File: src/rtl/butterfly_mul.sv
// butterfly_mul: sequential signed Q1.(n-1) multiplier for the FFT butterfly
// twiddle product. A radix-2 Booth engine retires one multiplier bit per cycle.
//
// Ports:
//   clock    - system clock, rising-edge active
//   n_reset  - asynchronous active-low reset
//   start    - request a multiply (sampled only while idle)
//   a, b     - signed Q1.(n-1) multiplicand / multiplier, captured on accept
//   busy     - high while an operation is in RUN or DONE
//   done     - one-cycle pulse, product/ovf valid
//   ovf      - product saturated (-1.0 * -1.0), held with product
//   product  - signed Q1.(n-1) truncated result, held until the next result
module butterfly_mul #(
  parameter int unsigned n = 8
) (
  input  logic         clock,
  input  logic         n_reset,
  input  logic         start,
  input  logic [n-1:0] a,
  input  logic [n-1:0] b,
  output logic         busy,
  output logic         done,
  output logic         ovf,
  output logic [n-1:0] product
);

  localparam int unsigned CntW = $clog2(n) + 1;
  localparam logic [n-1:0] MinVal = {1'b1, {(n-1){1'b0}}};
  localparam logic [n-1:0] MaxVal = {1'b0, {(n-1){1'b1}}};

  typedef enum logic [1:0] {StIdle, StRun, StDone} state_e;

  state_e          state_q, state_d;
  logic [n-1:0]    m_q, m_d;        // captured multiplicand
  logic [n:0]      acc_q, acc_d;    // upper half, one guard bit
  logic [n-1:0]    q_q, q_d;        // multiplier, shifts into lower product half
  logic            qm1_q, qm1_d;    // Booth q_-1 bit
  logic [CntW-1:0] cnt_q, cnt_d;
  logic            sat_q, sat_d;    // both operands were the most-negative value
  logic [n-1:0]    product_q, product_d;
  logic            ovf_q, ovf_d;
  logic            done_q, done_d;

  logic [n:0]      m_ext;
  logic [n:0]      acc_sum;

  // State register and datapath flops.
  always_ff @(posedge clock or negedge n_reset) begin
    if (!n_reset) begin
      state_q   <= StIdle;
      m_q       <= '0;
      acc_q     <= '0;
      q_q       <= '0;
      qm1_q     <= 1'b0;
      cnt_q     <= '0;
      sat_q     <= 1'b0;
      product_q <= '0;
      ovf_q     <= 1'b0;
      done_q    <= 1'b0;
    end else begin
      state_q   <= state_d;
      m_q       <= m_d;
      acc_q     <= acc_d;
      q_q       <= q_d;
      qm1_q     <= qm1_d;
      cnt_q     <= cnt_d;
      sat_q     <= sat_d;
      product_q <= product_d;
      ovf_q     <= ovf_d;
      done_q    <= done_d;
    end
  end

  // Next-state logic.
  always_comb begin
    state_d = state_q;
    unique case (state_q)
      StIdle:  if (start) state_d = StRun;
      StRun:   if (cnt_q == CntW'(n - 1)) state_d = StDone;
      StDone:  state_d = StIdle;
      default: state_d = StIdle;
    endcase
  end

  // Booth add/subtract on the upper half.
  always_comb begin
    m_ext = {m_q[n-1], m_q};
    case ({q_q[0], qm1_q})
      2'b10:   acc_sum = acc_q - m_ext;
      2'b01:   acc_sum = acc_q + m_ext;
      default: acc_sum = acc_q;
    endcase
  end

  // Datapath next-state.
  always_comb begin
    m_d       = m_q;
    acc_d     = acc_q;
    q_d       = q_q;
    qm1_d     = qm1_q;
    cnt_d     = cnt_q;
    sat_d     = sat_q;
    product_d = product_q;
    ovf_d     = ovf_q;
    done_d    = 1'b0;
    unique case (state_q)
      StIdle: begin
        if (start) begin
          m_d   = a;
          q_d   = b;
          qm1_d = 1'b0;
          acc_d = '0;
          cnt_d = '0;
          sat_d = (a == MinVal) && (b == MinVal);
        end
      end
      StRun: begin
        // Arithmetic shift right of {acc, q, q_-1}.
        acc_d = {acc_sum[n], acc_sum[n:1]};
        q_d   = {acc_sum[0], q_q[n-1:1]};
        qm1_d = q_q[0];
        cnt_d = cnt_q + CntW'(1);
      end
      StDone: begin
        // Full 2n-bit product is {acc[n-1:0], q}; keep bits [2n-2:n-1].
        product_d = sat_q ? MaxVal : {acc_q[n-2:0], q_q[n-1]};
        ovf_d     = sat_q;
        done_d    = 1'b1;
      end
      default: ;
    endcase
  end

  // Outputs.
  always_comb begin
    busy    = (state_q != StIdle);
    done    = done_q;
    ovf     = ovf_q;
    product = product_q;
  end

endmodule

File: config.mk
export PLATFORM = sky130hd
export DESIGN_NAME = butterfly_mul
export DESIGN_NICKNAME = d
export VERILOG_FILES = /design/src/rtl/butterfly_mul.sv
export SDC_FILE = /design/constraint.sdc
export NUM_CORES = 1
export LEC_CHECK = 0
export ABC_AREA = 1
export ABC_CLOCK_PERIOD_IN_PS = 3500
export CORE_UTILIZATION = 59
export DETAILED_ROUTE_END_ITERATION = 12
export GPL_ROUTABILITY_DRIVEN = 0
export MAX_ROUTING_LAYER = met4
export PLACE_DENSITY = 0.95
export SETUP_SLACK_MARGIN = 0.5
export SLEW_MARGIN = 30
export SYNTH_ARGS = -nofsm -noshare
export SYNTH_HDL_FRONTEND = slang
export SYNTH_SLANG_ARGS = --single-unit
File: constraint.sdc
create_clock -name clock -period 3.5 [get_ports clock]
set_input_delay 0.7 -clock clock [delete_from_list [all_inputs] [get_ports clock]]
set_output_delay 0.7 -clock clock [all_outputs]
set_load 0.03 [all_outputs]
==> metrics, run 1 <==
result of the run complete, no violations; count of nets left with antenna violations after detail routing 0; number of max-cap violations 0; number of instances resized during post-cts repair 0; ports placed on the boundary 30; Hold Violations, Final 0; transition at the pin with the smallest max-transition slack 0.538 ns; floorplan die height 64.7 um; Ant. Diodes 0; Critical Path Source q_q[0]; TritonCTS clock tree built; class of the tightest hold or removal check input port to async pin; Avg Cell Area, Syn 8.36 um2; flops & latches, synth 42; total placed instance area 0.00264 mm2; sum of overflow across all layers after global routing 0; Non-Filler Cell Area, Final 0.00273 mm2; clock-pin slew of the registers on the worst-case setup and hold paths 0.08 ns; cell with the biggest individual delay on the critical path dfrtp_1; fraction of layout cells with a size suffix above 1 0.0742; crit share post-route 0.690; fill count 277; post-route clock skew 0.00605 ns; worst path cell trace inv_1, ha_1, inv_1, nand2_1, o21ai_0, xor2_1, ha_1, nand2_1, o21ai_0, inv_1, nand2_1, nand3_1, nand3_1, nand2_1; standard-cell row count 22; leading cell types in the layout, fill and taps excluded 53 x nand2_1, 42 x dfrtp_1, 37 x inv_1; count of warnings emitted by yosys 0; wire length per cell after detailed routing 14.0 um; Pins Over Slew Limit 0; number of violations reported at the end of detailed-routing iteration 0 182; worst-path maximum fanout 6; RSZ-0062 raised after global routing false; slowest cell delay on critical path 0.36 ns; critical path class register to register; remaining max-slew budget at the tightest pin 0.640; total die area 0.00418 mm2; vias 2,076; net total in the final layout 340; pin count of the biggest net entering global routing 43; horizontal extent of the die 64.7 um; drc violations 0; Synth async-reset ratio 1.00; effective utilization at floorplan 0.623; clock insertion delay at the later pin of the skew report 0.30 ns; arrival time of data at the critical path endpoint 2.61 ns; total number of clock tree sinks 42; count of input and output buffers 29; setup_tns 0 ns; number of global-route vias before repair 2,081; Detailed Route WL 5030 um; sequential fraction of the synthesis area 0.454; number of setup buffers added after CTS 0; final setup fails 0; area of the mapped netlist 0.00232 mm2; number of clock buffers inserted by TritonCTS 5; root buffer selected by CTS clkbuf_8; count of flip-flops with a built-in enable after synthesis 0; GRT Resource Usage Total 0.294; endpoint class of the critical path register; most common cell after layout, fill and taps aside nand2_1; timing-limited maximum frequency 0.414 GHz; initial antenna violation count 0; TritonRoute pass-1 iters 4; Post-Synthesis Net Count 308; hold buffer count at cts 0; core region area 0.00372 mm2; Critical Path Start Type register; Area growth, synth to finish 18.0%; vias per inst 5.80; final critical-path required period 2.41 ns; startpoint of the most critical register-to-register path q_q[0]; maximum clock path buffer count 2; leading register cell type out of synthesis dfrtp_1; number of H-tree branching levels 2; Post-Syn Instances 277; first-pass GRT wire length 8990 um; unique cell type count in the Yosys netlist 33; required time of the worst setup path 3.69 ns; placed wire-length estimate 3700 um; most frequent cell on the critical path nand2_1
## critical path: cells and delay by family (launching register included)
kind / cells / cell delay (ns)
fa+ha+maj: 2 / 0.66
simple gates: 6 / 0.51
flops: 1 / 0.36
buf+inv: 3 / 0.30
compound gates: 2 / 0.29
xor+xnor: 1 / 0.16
## registers in the layout, summed over array words and instances, names as in the netlist
signal,cells
acc_q,8
m_q,8
product,8
q_q,8
cnt_q,4
state_q,2
done,1
ovf,1
qm1_q,1
sat_q,1
## per-stage QoR
stage	instances	hold slack [ns]	worst slack, ns	util
2_1_floorplan	277	0.404	1.49	-
3_3_place_gp	350	0.456	1.25	0.710
3_5_place_dp	350	0.479	1.15	0.710
4_1_cts	358	0.499	1.09	0.735
5_1_grt	358	0.409	0.832	0.735
6_report	358	0.367	1.09	0.735
## synthesized netlist by cell type, types with 3 or more instances
cell type / n / share of area
nand2_1: 53 / 0.086
dfrtp_1: 42 / 0.45
inv_1: 37 / 0.060
a21oi_1: 28 / 0.061
nor2_1: 18 / 0.029
nand3_1: 16 / 0.035
o21ai_0: 15 / 0.032
ha_1: 11 / 0.059
nand4_1: 8 / 0.022
a22oi_1: 5 / 0.016
o22ai_1: 5 / 0.014
xor2_1: 4 / 0.015
a21boi_1: 3 / 0.0097
inv_2: 3 / 0.0049
nor2_4: 3 / 0.015
nor4_1: 3 / 0.0081
xnor2_1: 3 / 0.011
## layout make-up
type                       instances  area [um2]  area share
clock buffer                       5        68.8      0.0252
clock inverter                     3        21.3     0.00778
inverter                          41         155      0.0568
multi-input combinational        190        1090       0.398
sequential                        42        1050       0.385
tap                               48        60.1      0.0220
timing repair buffer              29         288       0.105
## worst paths after layout
path | to | slack [ns] | cells past startpoint
min in group clock | product[1] | 0.50 | 2
worst max-delay path | acc_q[7] | 1.09 | 14
max in group asynchronous | product[6] | 2.77 | 1
worst min register to register | product[1] | 0.50 | 2
worst max register to register | acc_q[7] | 1.09 | 14
worst min-delay path | product[1] | 0.37 | 1
## cell families (layout without fill, tap and decap cells)
kind of cell / Yosys count / count (layout) / synth area share
and+or+nand+nor: 107 / 107 / 0.214
AOI/OAI and AO/OA: 63 / 63 / 0.157
buffers and inverters: 45 / 78 / 0.0762
DFF: 42 / 42 / 0.454
adders and majority gates: 12 / 12 / 0.0681
xor gates and xnor gates: 7 / 7 / 0.0265
muxes: 1 / 1 / 0.00432
## layer usage
metal / vias to the layer above / part of all wire / GRT usage
met5: - / 0 / -
met4: 0 / 0.026 / 0.164
met3: 19 / 0.060 / 0.0563
met2: 89 / 0.50 / 0.487
met1: 967 / 0.41 / 0.335
li1: 1001 / - / -
Power of run 1 is not shown: default switching activity piles up to over one toggle a cycle in this logic, so the estimate is an artifact.
==> run 2: changes to the inputs <==
--- a/config.mk
+++ b/config.mk
@@ -6,12 +6,12 @@
 export NUM_CORES = 1
 export LEC_CHECK = 0
 export ABC_AREA = 1
-export ABC_CLOCK_PERIOD_IN_PS = 3500
-export CORE_UTILIZATION = 59
+export ABC_CLOCK_PERIOD_IN_PS = 2400
+export CORE_UTILIZATION = 55
 export DETAILED_ROUTE_END_ITERATION = 12
 export GPL_ROUTABILITY_DRIVEN = 0
 export MAX_ROUTING_LAYER = met4
-export PLACE_DENSITY = 0.95
+export PLACE_DENSITY = 0.91
 export SETUP_SLACK_MARGIN = 0.5
 export SLEW_MARGIN = 30
 export SYNTH_ARGS = -nofsm -noshare
==> constraint.sdc (replaced) <==
create_clock -name clock -period 2.4 [get_ports clock]
set_input_delay 0.48 -clock clock [delete_from_list [all_inputs] [get_ports clock]]
set_output_delay 0.48 -clock clock [all_outputs]
set_load 0.03 [all_outputs]
==> run 2 against run 1 <==
Compared with the run above:
- critical path depth decreased by 2
- critical endpoint unchanged
- final area grew 11%
- core utilization grew 1.8 points
- worst hold slack got worse by 0.19 ns
- register-to-register slack lost 0.89 ns
==> metrics, run 2 (synthesis gave the netlist of run 1 again) <==
final setup fails 0; number of clock buffers inserted by TritonCTS 5; TritonRoute pass-1 iters 5; result of the run complete, no violations; fill count 254; RSZ-0062 raised after global routing true; worst path cell trace ha_4, a21oi_1, xor2_1, ha_2, a21oi_2, nand2_1, nand2_1, nand2_1, inv_1, nand3_1, nand3_1, nand2_1; worst-path maximum fanout 6; post-route clock skew 0.00335 ns; horizontal extent of the die 66.9 um; most common cell after layout, fill and taps aside nand2_1; leading cell types in the layout, fill and taps excluded 47 x nand2_1, 40 x dfrtp_1, 33 x inv_1; standard-cell row count 23; number of placed cells counting well taps 357; maximum clock path buffer count 2; effective utilization at floorplan 0.575; clock-pin slew of the registers on the worst-case setup and hold paths 0.08 ns; arrival time of data at the critical path endpoint 2.40 ns; Area growth, synth to finish 31.1%; setup_tns 0 ns; capturing point of the worst reg2reg path acc_q[7]; drc violations 0; number of global-route vias before repair 2,082; initial antenna violation count 0; Ant. Diodes 0; core region area 0.00403 mm2; count of input and output buffers 29; count of nets left with antenna violations after detail routing 0; number of max-cap violations 0; total number of clock tree sinks 42; Detailed Route WL 6450 um; wire length per cell after detailed routing 17.2 um; most frequent cell on the critical path nand2_1; floorplan die height 66.9 um; Pins Over Slew Limit 0; Hold Violations, Final 0; critical path class register to register; vias per inst 5.95; highest layer used for signal routing met4; cell with the biggest individual delay on the critical path dfrtp_1; clock insertion delay at the later pin of the skew report 0.30 ns; GRT Resource Usage Total 0.300; startpoint of the most critical register-to-register path qm1_q; TritonCTS clock tree built; r2r worst-path depth 12; met3 routed wirelength 391 um; sum of overflow across all layers after global routing 0; hold buffer count at cts 0; endpoint class of the critical path register; Metal-1 WL 2600 um; fraction of layout cells with a size suffix above 1 0.218; class of the tightest hold or removal check input port to async pin; pin count of the biggest net entering global routing 28; net total in the final layout 356; vias 2,237; timing-limited maximum frequency 0.454 GHz; required time of the worst setup path 2.59 ns; remaining max-slew budget at the tightest pin 0.611; root buffer selected by CTS clkbuf_8; total die area 0.00447 mm2; transition at the pin with the smallest max-transition slack 0.584 ns; sum of met2 wire segment lengths after detailed routing 3200 um; Critical Path Start Type register; slowest cell delay on critical path 0.42 ns; ports placed on the boundary 30; final critical-path required period 2.20 ns; number of violations reported at the end of detailed-routing iteration 0 236; first-pass GRT wire length 9690 um; worst setup slack for register-to-register paths 0.20 ns; final cell count without fillers 376; placed wire-length estimate 4040 um; crit share post-route 0.918; number of H-tree branching levels 2
## run 2: cell count changes in the layout (fill, tap and decap cells not counted), moves of 3 or more
cell / previous run / this run
buf_4: 1 / 16
ha_1: 11 / 4
nand2_1: 53 / 47
a21oi_1: 28 / 23
a21oi_2: 0 / 5
nand2_2: 0 / 5
ha_4: 0 / 4
inv_1: 37 / 33
nor2_1: 18 / 14
o21ai_0: 15 / 11
o21ai_1: 0 / 4
ha_2: 0 / 3
inv_2: 3 / 6
## run 2: worst max-delay path by stage
stage | to | from
6_report | acc_q[7] | qm1_q
4_1_cts | acc_q[6] | m_q[0]
2_1_floorplan | acc_q[7] | m_q[3]
5_1_grt | acc_q[7] | m_q[4]
3_3_place_gp | acc_q[7] | m_q[3]
3_5_place_dp | acc_q[7] | m_q[1]
## run 2: final cells by class
class / count / area (um2) / share of cell area
timing repair buffer: 45 / 404 / 0.133
inverter: 41 / 158 / 0.0519
sequential: 42 / 1050 / 0.347
clock inverter: 2 / 37.5 / 0.0124
multi-input combinational: 190 / 1250 / 0.411
clock buffer: 6 / 72.6 / 0.0239
tap: 50 / 62.6 / 0.0206
## run 2: what timing repair did
action	CTS	global route
gates resized for setup	19	19
pin swaps	14	12
gates cloned	0	0
buffers inserted	6	5
endpoints found under the hold margin	0	0
endpoints found under the setup margin	7	7
## run 2: metal layers
layer,GRT usage,vias up
met5,-,-
met1,0.371,1061
met3,0.0531,40
met4,0.0984,0
li1,-,1021
met2,0.495,115
## run 2: worst max-delay path: cells and delay by family (launching register included)
family	cells	cell delay, ns
flops	1	0.42
compound gates	2	0.38
xor+xnor	1	0.19
simple gates	6	0.49
buf+inv	1	0.07
fa+ha+maj	2	0.56
## run 2: stage by stage
stage / instance area, um2 / setup WS, ns / hold WS [ns] / util
5_1_grt: 3040 / 0.149 / 0.220 / 0.754
6_report: 3040 / 0.197 / 0.177 / 0.754
2_1_floorplan: 2350 / 0.479 / 0.184 / -
4_1_cts: 2920 / 0.363 / 0.191 / 0.725
3_5_place_dp: 2710 / 0.231 / 0.468 / 0.673
3_3_place_gp: 2710 / 0.302 / 0.464 / 0.673
Power of run 2 is left out for the same reason.
==> run 3: changes to the inputs <==
--- a/config.mk
+++ b/config.mk
@@ -6,12 +6,12 @@
 export NUM_CORES = 1
 export LEC_CHECK = 0
 export ABC_AREA = 1
-export ABC_CLOCK_PERIOD_IN_PS = 2400
-export CORE_UTILIZATION = 55
+export ABC_CLOCK_PERIOD_IN_PS = 2800
+export CORE_UTILIZATION = 59
 export DETAILED_ROUTE_END_ITERATION = 12
 export GPL_ROUTABILITY_DRIVEN = 0
 export MAX_ROUTING_LAYER = met4
-export PLACE_DENSITY = 0.91
+export PLACE_DENSITY = 0.95
 export SETUP_SLACK_MARGIN = 0.5
 export SLEW_MARGIN = 30
 export SYNTH_ARGS = -nofsm -noshare
==> constraint.sdc (replaced) <==
create_clock -name clock -period 2.8 [get_ports clock]
set_input_delay 0.56 -clock clock [delete_from_list [all_inputs] [get_ports clock]]
set_output_delay 0.56 -clock clock [all_outputs]
set_load 0.03 [all_outputs]
==> run 3 against run 2 <==
Compared with the run above:
- final area shrank 5.7%
- non-clock buffer count decreased by 13
- final cell count down 4.0%
- critical endpoint is now acc_q[4]
==> metrics, run 3 (synthesis gave the netlist of run 1 again) <==
result of the run complete, no violations; arrival time of data at the critical path endpoint 2.44 ns; endpoint class of the critical path register; Area growth, synth to finish 23.6%; GRT Resource Usage Total 0.297; count of nets left with antenna violations after detail routing 0; Detailed Route WL 5480 um; hold buffer count at cts 0; number of global-route vias before repair 1,995; first-pass GRT wire length 9070 um; Metal-1 WL 2260 um; total die area 0.00418 mm2; Ant. Diodes 0; fill count 238; sum of met2 wire segment lengths after detailed routing 2750 um; final setup fails 0; net total in the final layout 343; number of max-cap violations 0; RSZ-0062 raised after global routing false; leading cell types in the layout, fill and taps excluded 51 x nand2_1, 42 x dfrtp_1, 34 x inv_1; vias 2,085; total number of clock tree sinks 42; Hold Violations, Final 0; timing-limited maximum frequency 0.452 GHz; required time of the worst setup path 3.03 ns; clock insertion delay at the later pin of the skew report 0.31 ns; Critical Path Start Type register; startpoint of the most critical register-to-register path m_q[0]; fin worst setup slack 0.588 ns; standard-cell row count 22; number of violations reported at the end of detailed-routing iteration 0 184; ports placed on the boundary 30; met3 routed wirelength 335 um; fraction of layout cells with a size suffix above 1 0.121; core region area 0.00372 mm2; placed wire-length estimate 3760 um; utilization of the core after routing 0.770; class of the tightest hold or removal check input port to async pin; vias per inst 5.78; worst setup slack for register-to-register paths 0.59 ns; post-route clock skew 0.00598 ns; root buffer selected by CTS clkbuf_8; worst-path maximum fanout 5; drc violations 0; floorplan die height 64.7 um; r2r worst-path depth 11; remaining max-slew budget at the tightest pin 0.630; TritonCTS clock tree built; capturing point of the worst reg2reg path acc_q[4]; pin count of the biggest net entering global routing 43; transition at the pin with the smallest max-transition slack 0.553 ns; final critical-path required period 2.21 ns; number of clock buffers inserted by TritonCTS 5; horizontal extent of the die 64.7 um; highest layer used for signal routing met4; wire length per cell after detailed routing 15.2 um; count of input and output buffers 29; sum of overflow across all layers after global routing 0; most common cell after layout, fill and taps aside nand2_1; Setup Slack @ Placement 0.550 ns; TritonRoute pass-1 iters 5; setup_tns 0 ns; crit share post-route 0.790; clock-pin slew of the registers on the worst-case setup and hold paths 0.09 ns; final-layout worst hold slack 0.219 ns; initial antenna violation count 0; Pins Over Slew Limit 0; critical path class register to register; effective utilization at floorplan 0.623; maximum clock path buffer count 2; number of H-tree branching levels 2
-- run 3: area by class of cell --
type                    instances  area [um2]  area share
multi-input cells             190        1150       0.401
clock inverters                 3        68.8      0.0240
well taps                      48        60.1      0.0210
repair buffers                 32         310       0.108
inverters                      41         155      0.0542
clock buffers                   5        68.8      0.0240
flip-flops and latches         42        1050       0.367
-- run 3: metal layers --
layer  vias to the layer above  track usage
met3                        17       0.0669
met2                        90        0.493
met4                         0        0.106
li1                       1000            -
met1                       978        0.354
met5                         -            -
-- run 3: worst max-delay path by stage --
| stage | slack [ns] | to | start | depth (start not counted) |
|---|---|---|---|---|
| floorplan | 0.79 | acc_q[7] | q_q[0] | 15 |
| global placement | 0.65 | acc_q[7] | q_q[0] | 14 |
| detailed placement | 0.55 | acc_q[7] | m_q[0] | 13 |
| CTS | 0.55 | acc_q[7] | m_q[0] | 13 |
| global route | 0.47 | acc_q[7] | qm1_q | 14 |
| finish | 0.59 | acc_q[4] | m_q[0] | 11 |
-- run 3: worst max-delay path: stages (launching register included) --
cell      delay, ns
dfrtp_1        0.43
inv_1          0.07
ha_2           0.20
nand2_2        0.11
nand2_1        0.08
xor2_1         0.15
ha_1           0.35
nand2_1        0.10
or2_2          0.32
nand4_1        0.10
nand3_1        0.09
a21boi_1       0.14
-- run 3: repair_timing --
item,in CTS,in global routing
gates resized for setup,0,16
endpoints found under the setup margin,0,6
buffers inserted,0,3
-- run 3: metrics by stage --
| step | std cells | cell area, um2 |
|---|---|---|
| 4_1_cts | 358 | 2780 |
| 3_3_place_gp | 350 | 2640 |
| 3_5_place_dp | 350 | 2640 |
| 6_report | 361 | 2860 |
| 5_1_grt | 361 | 2860 |
| 2_1_floorplan | 277 | 2320 |
Power of run 3 is left out for the same reason.
